`src/rtl/de_pkg.sv`:
```
// Shared definitions for the serial frame dispatch controller.
//   - deState_t           : FSM state encoding
//   - DEFAULT_PAYLOAD_LEN : default payload bits per frame
//   - CNT_W               : payload bit counter width
package de_pkg;

    localparam int unsigned DEFAULT_PAYLOAD_LEN = 8;
    localparam int unsigned CNT_W               = 8;

    typedef enum logic [1:0] {
        IDLE = 2'd0,
        ADDR = 2'd1,
        PAY  = 2'd2,
        DONE = 2'd3
    } deState_t;

endpackage

```
`src/rtl/de_bit_counter.sv`:
```
// Payload bit counter with synchronous clear, count enable and terminal flag.
//   iClk     : clock
//   iRst     : synchronous active-high reset
//   iClr     : clear count to zero (wins over iEn)
//   iEn      : increment count
//   oTerm_c  : combinational, high while count == TERMINAL
module de_bit_counter
    import de_pkg::*;
#(
    parameter int unsigned TERMINAL = DEFAULT_PAYLOAD_LEN - 1
) (
    input  logic iClk,
    input  logic iRst,
    input  logic iClr,
    input  logic iEn,
    output logic oTerm_c
);

    logic [CNT_W-1:0] count;

    // Count register
    always_ff @(posedge iClk) begin
        if (iRst) begin
            count <= '0;
        end else if (iClr) begin
            count <= '0;
        end else if (iEn) begin
            count <= count + CNT_W'(1);
        end
    end

    assign oTerm_c = (count == CNT_W'(TERMINAL));

endmodule

```
`src/rtl/de_dispatch_ctrl.sv`:
```
// Serial frame dispatcher: receives a 2-bit address followed by PAYLOAD_LEN
// payload bits and drives a 1-to-4 demux (oS0/oS1 select, oC data).
//   iClk, iRst      : clock, synchronous active-high reset
//   iValid, iStart  : bit qualifier and frame marker
//   iData           : serial frame bit (addr0, addr1, payload...)
//   oS0, oS1, oC    : demux select/data, wired straight to the demux
//   oCEn            : oC carries a payload bit this cycle
//   oBusy           : frame in progress (ADDR, PAY, DONE)
//   oDone, oErr     : one-cycle completion / abort pulses
//   oFrames         : completed frame count, modulo 256
module de_dispatch_ctrl
    import de_pkg::*;
#(
    parameter int unsigned PAYLOAD_LEN = DEFAULT_PAYLOAD_LEN
) (
    input  logic             iClk,
    input  logic             iRst,
    input  logic             iValid,
    input  logic             iStart,
    input  logic             iData,
    output logic             oS0,
    output logic             oS1,
    output logic             oC,
    output logic             oCEn,
    output logic             oBusy,
    output logic             oDone,
    output logic             oErr,
    output logic [CNT_W-1:0] oFrames
);

    deState_t state;
    logic     s0;
    logic     cntClr;
    logic     cntEn;
    logic     cntTerm;

    // Counter restarts on the ADDR->PAY edge and advances per accepted payload bit
    assign cntClr = (state == ADDR) && iValid && !iStart;
    assign cntEn  = (state == PAY)  && iValid && !iStart;

    de_bit_counter #(
        .TERMINAL (PAYLOAD_LEN - 1)
    ) uBitCounter (
        .iClk    (iClk),
        .iRst    (iRst),
        .iClr    (cntClr),
        .iEn     (cntEn),
        .oTerm_c (cntTerm)
    );

    // Frame FSM with registered outputs. Address bit1 is captured straight
    // into oS1 on the same edge that oS0 takes the bit0 shadow, so the demux
    // select only ever changes as a complete pair.
    always_ff @(posedge iClk) begin
        if (iRst) begin
            state   <= IDLE;
            s0      <= 1'b0;
            oS0     <= 1'b0;
            oS1     <= 1'b0;
            oC      <= 1'b0;
            oCEn    <= 1'b0;
            oBusy   <= 1'b0;
            oDone   <= 1'b0;
            oErr    <= 1'b0;
            oFrames <= '0;
        end else begin
            oCEn  <= 1'b0;
            oDone <= 1'b0;
            oErr  <= 1'b0;
            case (state)
                IDLE: begin
                    if (iValid && iStart) begin
                        s0    <= iData;
                        oBusy <= 1'b1;
                        state <= ADDR;
                    end
                end
                ADDR: begin
                    if (iValid) begin
                        if (iStart) begin
                            // restart: new address bit0, stay in ADDR
                            oErr <= 1'b1;
                            s0   <= iData;
                        end else begin
                            oS0   <= s0;
                            oS1   <= iData;
                            state <= PAY;
                        end
                    end
                end
                PAY: begin
                    if (iValid) begin
                        if (iStart) begin
                            oErr  <= 1'b1;
                            s0    <= iData;
                            state <= ADDR;
                        end else begin
                            oC   <= iData;
                            oCEn <= 1'b1;
                            if (cntTerm) begin
                                state <= DONE;
                            end
                        end
                    end
                end
                DONE: begin
                    // inputs are ignored here
                    oDone   <= 1'b1;
                    oFrames <= oFrames + CNT_W'(1);
                    oC      <= 1'b0;
                    oBusy   <= 1'b0;
                    state   <= IDLE;
                end
                default: begin
                    state <= IDLE;
                end
            endcase
        end
    end

endmodule
```
`config.mk`:
```
export PLATFORM = sky130hd
export DESIGN_NAME = de_dispatch_ctrl
export DESIGN_NICKNAME = d
export VERILOG_FILES = /design/src/rtl/de_pkg.sv /design/src/rtl/de_bit_counter.sv /design/src/rtl/de_dispatch_ctrl.sv
export SDC_FILE = /design/constraint.sdc
export NUM_CORES = 1
export LEC_CHECK = 0
export ABC_AREA = 0
export CORE_UTILIZATION = 35
export CTS_CLUSTER_DIAMETER = 100
export CTS_CLUSTER_SIZE = 10
export DETAILED_ROUTE_END_ITERATION = 16
export GPL_TIMING_DRIVEN = 0
export PLACE_DENSITY = 0.58
export SLEW_MARGIN = 20
export SYNTH_ARGS = -nofsm -noshare
export SYNTH_HDL_FRONTEND = slang
export SYNTH_SLANG_ARGS = --single-unit
export TNS_END_PERCENT = 30
```
`constraint.sdc`:
```
create_clock -name iClk -period 1.8 [get_ports iClk]
set_input_delay 0.36 -clock iClk [delete_from_list [all_inputs] [get_ports iClk]]
set_output_delay 0.36 -clock iClk [all_outputs]
set_load 0.02 [all_outputs]
```
# After elaboration in Yosys (flattened, before gate mapping)

Cells that the tools add are included.
Widths: inputs -> output; s select.

Flip-flop bits (word level): 26
Input port bits: 5
Output and inout port bits: 15

Add/subtract/negate cells: 2
Eq/ne operators: 12
Multiplexer cells: 19
Bitwise gates (word level): 4
Reductions and logical operators: 19

Operator list:

| operator            | number |
|---|---|
| $add 8x1->8 const B | 2 |
| $mux 2              | 6 |
| $ne 2x2->1 const B  | 5 |
| $mux 1              | 9 |
| $eq 8x3->1 const B  | 1 |
| $pmux 2 s4          | 1 |
| $pmux 1 s2          | 3 |
| $reduce_and 3->1    | 2 |
| $reduce_bool 2->1   | 3 |
| $reduce_or 3->1     | 2 |
| $logic_and 1x1->1   | 5 |
| $reduce_and 5->1    | 1 |
| $eq 2x2->1 const B  | 2 |
| $ne 2x1->1 const B  | 2 |
| $not 1->1           | 4 |
| $reduce_and 4->1    | 1 |
| $reduce_or 2->1     | 2 |
| $ne 3x3->1 const B  | 1 |
| $eq 2x1->1 const B  | 1 |
| $logic_not 2->1     | 1 |
| $reduce_and 2->1    | 1 |
| $logic_not 1->1     | 1 |

# Depth between registers and ports, before layout

Depth after elaboration: 5
Gate-level depth with buffers: 7
Depth with buffers taken out: 6

# Modules after synthesis

A second synthesis with hierarchy kept.

Cells, all modules: 132
Area, all modules: 1212.4 µm²

By module, submodules not included:

| module           | instances | cells each | area an instance (µm²) | seq. area each (µm²) |
|---|---|---|---|---|
| de_dispatch_ctrl | 1         | 90         | 835.8                  | 360.3 |
| de_bit_counter   | 1         | 42         | 376.6                  | 160.2 |

# Worst setup path after synthesis

No wires, ideal clock.

Path kind: register to register
Start: register state[0]
End: register uBitCounter.count[7]
Library setup time: 0.124 ns
Arrival: 1.332 ns
Data required time: 1.676 ns
Path slack: 0.344 ns
Stages on the path, launching flop included: 7
Buffers on the path: 0
Clock period less this slack: 1.456 ns
Cells stage by stage: dfxtp_1 -> inv_1 -> ha_1 -> nand3b_1 -> nor4_1 -> xnor2_1 -> nor2_1

Word-level cells in the longest chain between the ends: 4

Ends and longest elaborated chain:

| what                             | RTL line               | text |
|---|---|---|
| start: declaration               | de_dispatch_ctrl.sv:31 | `deState_t state;` |
| start signal: assignment         | de_dispatch_ctrl.sv:56 | `state <= IDLE;` |
| start signal: assignment         | de_dispatch_ctrl.sv:75 | `state <= ADDR;` |
| start signal: assignment         | de_dispatch_ctrl.sv:87 | `state <= PAY;` |
| $eq 2x1->1                       | de_dispatch_ctrl.sv:38 | `assign cntClr = (state == ADDR) && iValid && !iStart;` |
| $logic_and 1x1->1 (2 in series)  | de_dispatch_ctrl.sv:38 |  |
| $reduce_or 2->1 (no source line) | -                      |  |
| end signal: assignment           | de_bit_counter.sv:28   | `count <= count + CNT_W'(1);` |
| end: declaration                 | de_bit_counter.sv:19   | `logic [CNT_W-1:0] count;` |

Several ways; a longest one is shown, not always the timed one.
A chain may end at the register's enable or synchronous reset.

# Worst setup path in the final report

Start: register oFrames[0]
End: output oFrames[0]

RTL lines:

| what                     | RTL line                | text |
|---|---|---|
| start: declaration       | de_dispatch_ctrl.sv:28  | `output logic [CNT_W-1:0] oFrames` |
| start signal: assignment | de_dispatch_ctrl.sv:109 | `oFrames <= oFrames + CNT_W'(1);` |

No word-level cell between the ends.

==> results.json <==
{
  "status": "finished, final reports clean",
  "fin_crit_ns": 1.73,
  "leakage_nw": 0.582,
  "maxSlewViolCount": 0,
  "synth.avg_cell_area_um2": 8.99,
  "rr_startpoint": "state[0]",
  "ys_top_cells_by_count": "dfxtp_1, nor2_1, nand2_1",
  "ys.flop_type": "dfxtp_1",
  "core_um2": 3100,
  "grt_start_max_net_pins": 15,
  "synthArstFlopShare_pct": 0,
  "io_pins": 20,
  "cts_root_buf": "clkbuf_4",
  "syn_to_final_growth_pct": 27.3,
  "max_slew_margin_pct": 67.1,
  "max_stage_delay_ns": 0.63,
  "gr-usage-met2_pct": 22.2,
  "cts_hold_buf": 0,
  "top_usage_layer": "met2",
  "met1_usage_pct": 19.1,
  "synth-edff-count": 0,
  "clk_path_buf_depth": 2,
  "fin_nets": 169,
  "grt_pass1_vias": 870,
  "die_area_um2": 3570,
  "cts.sinks": 26,
  "num-fill-cells": 315,
  "fin_util_pct": 47.9,
  "tightest_slew_ns": 0.493,
  "rr_worst_depth": 6,
  "via_count": 961,
  "synth_top_area_share_pct": 44.5,
  "grt-ovfl-total": 0,
  "drt_iter0_drc": 42,
  "startpoint_type": "flop",
  "wl_um": 2320,
  "dp_hpwl_um": 1630,
  "worstSetupEndpointType": "primary output",
  "htreeDepth": 1,
  "clk_pin_slew_worst_paths_ns": 0.14,
  "hold_end": "uBitCounter.count[1]",
  "syn_area_um2": 1170,
  "synth.area.top_cells": "dfxtp_1, nor2_1, ha_1",
  "crit_required_ns": 1.44,
  "critPathLaunch": "oFrames[0]",
  "antenna_found_initial": 0,
  "grtUsageTotal_pct": 14.3,
  "ys_types": 34,
  "peakVddDrop_mv": 0.450,
  "clock_latency_ns": 0.32,
  "dp_cells": 193,
  "timing.max_cap.violations": 0,
  "synth_most_common_cell": "dfxtp_1",
  "arrival_ns": 1.37,
  "cts_tree": "yes",
  "fmax_ghz": 0.578,
  "drive_above_1_share_pct": 8.92,
  "synth_nets": 141,
  "synth_cells": 130,
  "hold_viol": 0,
  "synth.largest_area_cell": "dfxtp_1",
  "wl_per_cell_um": 11.5,
  "synth-seq-area-share_pct": 44.5,
  "path_cells": "clkdlybuf4s50_1",
  "tns_ns": 0,
  "antenna_left": 0,
  "drt_first_pass_iters": 4,
  "initial_core_util_pct": 37.7,
  "fin_cells": 201,
  "slowest_stage": "clkdlybuf4s50_1",
  "place_area_um2": 1410,
  "fin_crit_sh_pct": 96.2,
  "critPathMaxFanout": 4,
  "cts_buffers": 3,
  "place_congestion": 0.751,
  "p_per_area_nw_per_um2": 859,
  "port_buffers": 19,
  "yosys_warnings": 0,
  "crit_family": "buffers and inverters",
  "setup_violations": 0,
  "synth-seq-cells": 26,
  "worstHoldPathType": "reg -> reg",
  "antenna_cells": 0,
  "skew_ns": 0.00262,
  "die_h_um": 59.8,
  "fp-row-count": 20,
  "finalInstanceArea_um2": 1490,
  "grt_first_pass_wirelength_um": 3810,
  "drc": 0,
  "die-width_um": 59.8,
  "holdPathStages": 2,
  "via_per_inst": 4.78,
  "timing_worst_setup_path_type": "reg -> out",
  "hold_start": "uBitCounter.count[1]",
  "r2r_slack_ns": 0.16,
  "critPathBufInv": 1,
  "r2r-end": "uBitCounter.count[7]",
  "grtUsageMet3_pct": 2.38
}
-- cell usage in the layout (no fill, tap or decap), types with 2 or more instances in the layout --
cell type / n
dfxtp_1: 26
nor2_1: 22
clkdlybuf4s50_1: 17
nand2_1: 9
xor2_1: 6
a21oi_1: 5
xnor2_1: 5
ha_1: 5
clkbuf_1: 4
nand4_1: 4
mux2i_1: 4
or3_1: 4
buf_4: 4
inv_1: 3
nand2b_1: 3
nand3_1: 3
clkbuf_4: 3
o21ai_1: 2
nand3b_1: 2
nor3_1: 2
o21a_1: 2
nor2b_1: 2
a31oi_1: 2
dlymetal6s2s_1: 2
-- metal layers --
layer | vias to the layer above | wire [um] | part of all wire (%)
met4 | 0 | 19 | 0.82
li1 | 498 | - | -
met2 | 21 | 1090 | 47
met1 | 440 | 1120 | 48
met3 | 2 | 87 | 3.8
met5 | - | 0 | 0
-- sequential cells by signal (all words and copies together), names as in the netlist --
register and flops:
state 2, s0 1, oFrames 8, oDone 1, uBitCounter.count 8, oS0 1, oErr 1, oS1 1
oBusy 1, oC 1, oCEn 1
-- cell families (layout without fill, tap and decap cells) --
| kind of cell | Yosys count | after routing | share of synthesized area [%] |
|---|---|---|---|
| muxes | 4 | 4 | 3.43 |
| DFF | 26 | 26 | 44.5 |
| buffers and inverters | 8 | 35 | 2.68 |
| and+or+nand+nor | 58 | 58 | 25.2 |
| AOI/OAI and AO/OA | 17 | 17 | 9.53 |
| adders and majority gates | 6 | 6 | 6.42 |
| xor gates and xnor gates | 11 | 11 | 8.24 |
-- worst max-delay path by stage --
stage	slack, ns	end	cells after the start
detailed placement	-0.12	uBitCounter.count[7]	5
finish	0.07	oFrames[0]	1
floorplan	0.34	uBitCounter.count[7]	6
global placement	-0.10	uBitCounter.count[7]	5
global route	-0.0008	oFrames[5]	5
CTS	0.04	oFrames[2]	1
-- final cells by class --
cell class | count | area [um2] | area share (%)
timing repair buffer | 23 | 225 | 15.1
clock buffer | 4 | 36.3 | 2.44
buffer | 5 | 20.0 | 1.35
multi-input combinational | 96 | 619 | 41.6
inverter | 3 | 11.3 | 0.757
tap | 44 | 55.1 | 3.70
sequential | 26 | 520 | 35.0
-- stage by stage --
step / total power [mW] / hold WS (ns) / setup slack (ns)
2_1_floorplan: 0.900 / 0.454 / 0.344
3_3_place_gp: 0.981 / 0.463 / -0.102
3_5_place_dp: 0.986 / 0.478 / -0.125
4_1_cts: 1.29 / 0.497 / 0.0359
5_1_grt: 1.36 / 0.506 / -0.000790
6_report: 1.28 / 0.495 / 0.0684
-- timing repair --
| item | CTS | global route |
|---|---|---|
| resized for setup | 0 | 3 |
| buffers inserted | 0 | 4 |
| endpoints found under the setup margin | 0 | 8 |
-- power breakdown --
part           internal (mW)  switching (mW)
Clock                  0.124           0.176
Combinational          0.157           0.184
Sequential             0.610          0.0272
Total                  0.891           0.387
Note: power is estimated with default switching activity, not from simulation.
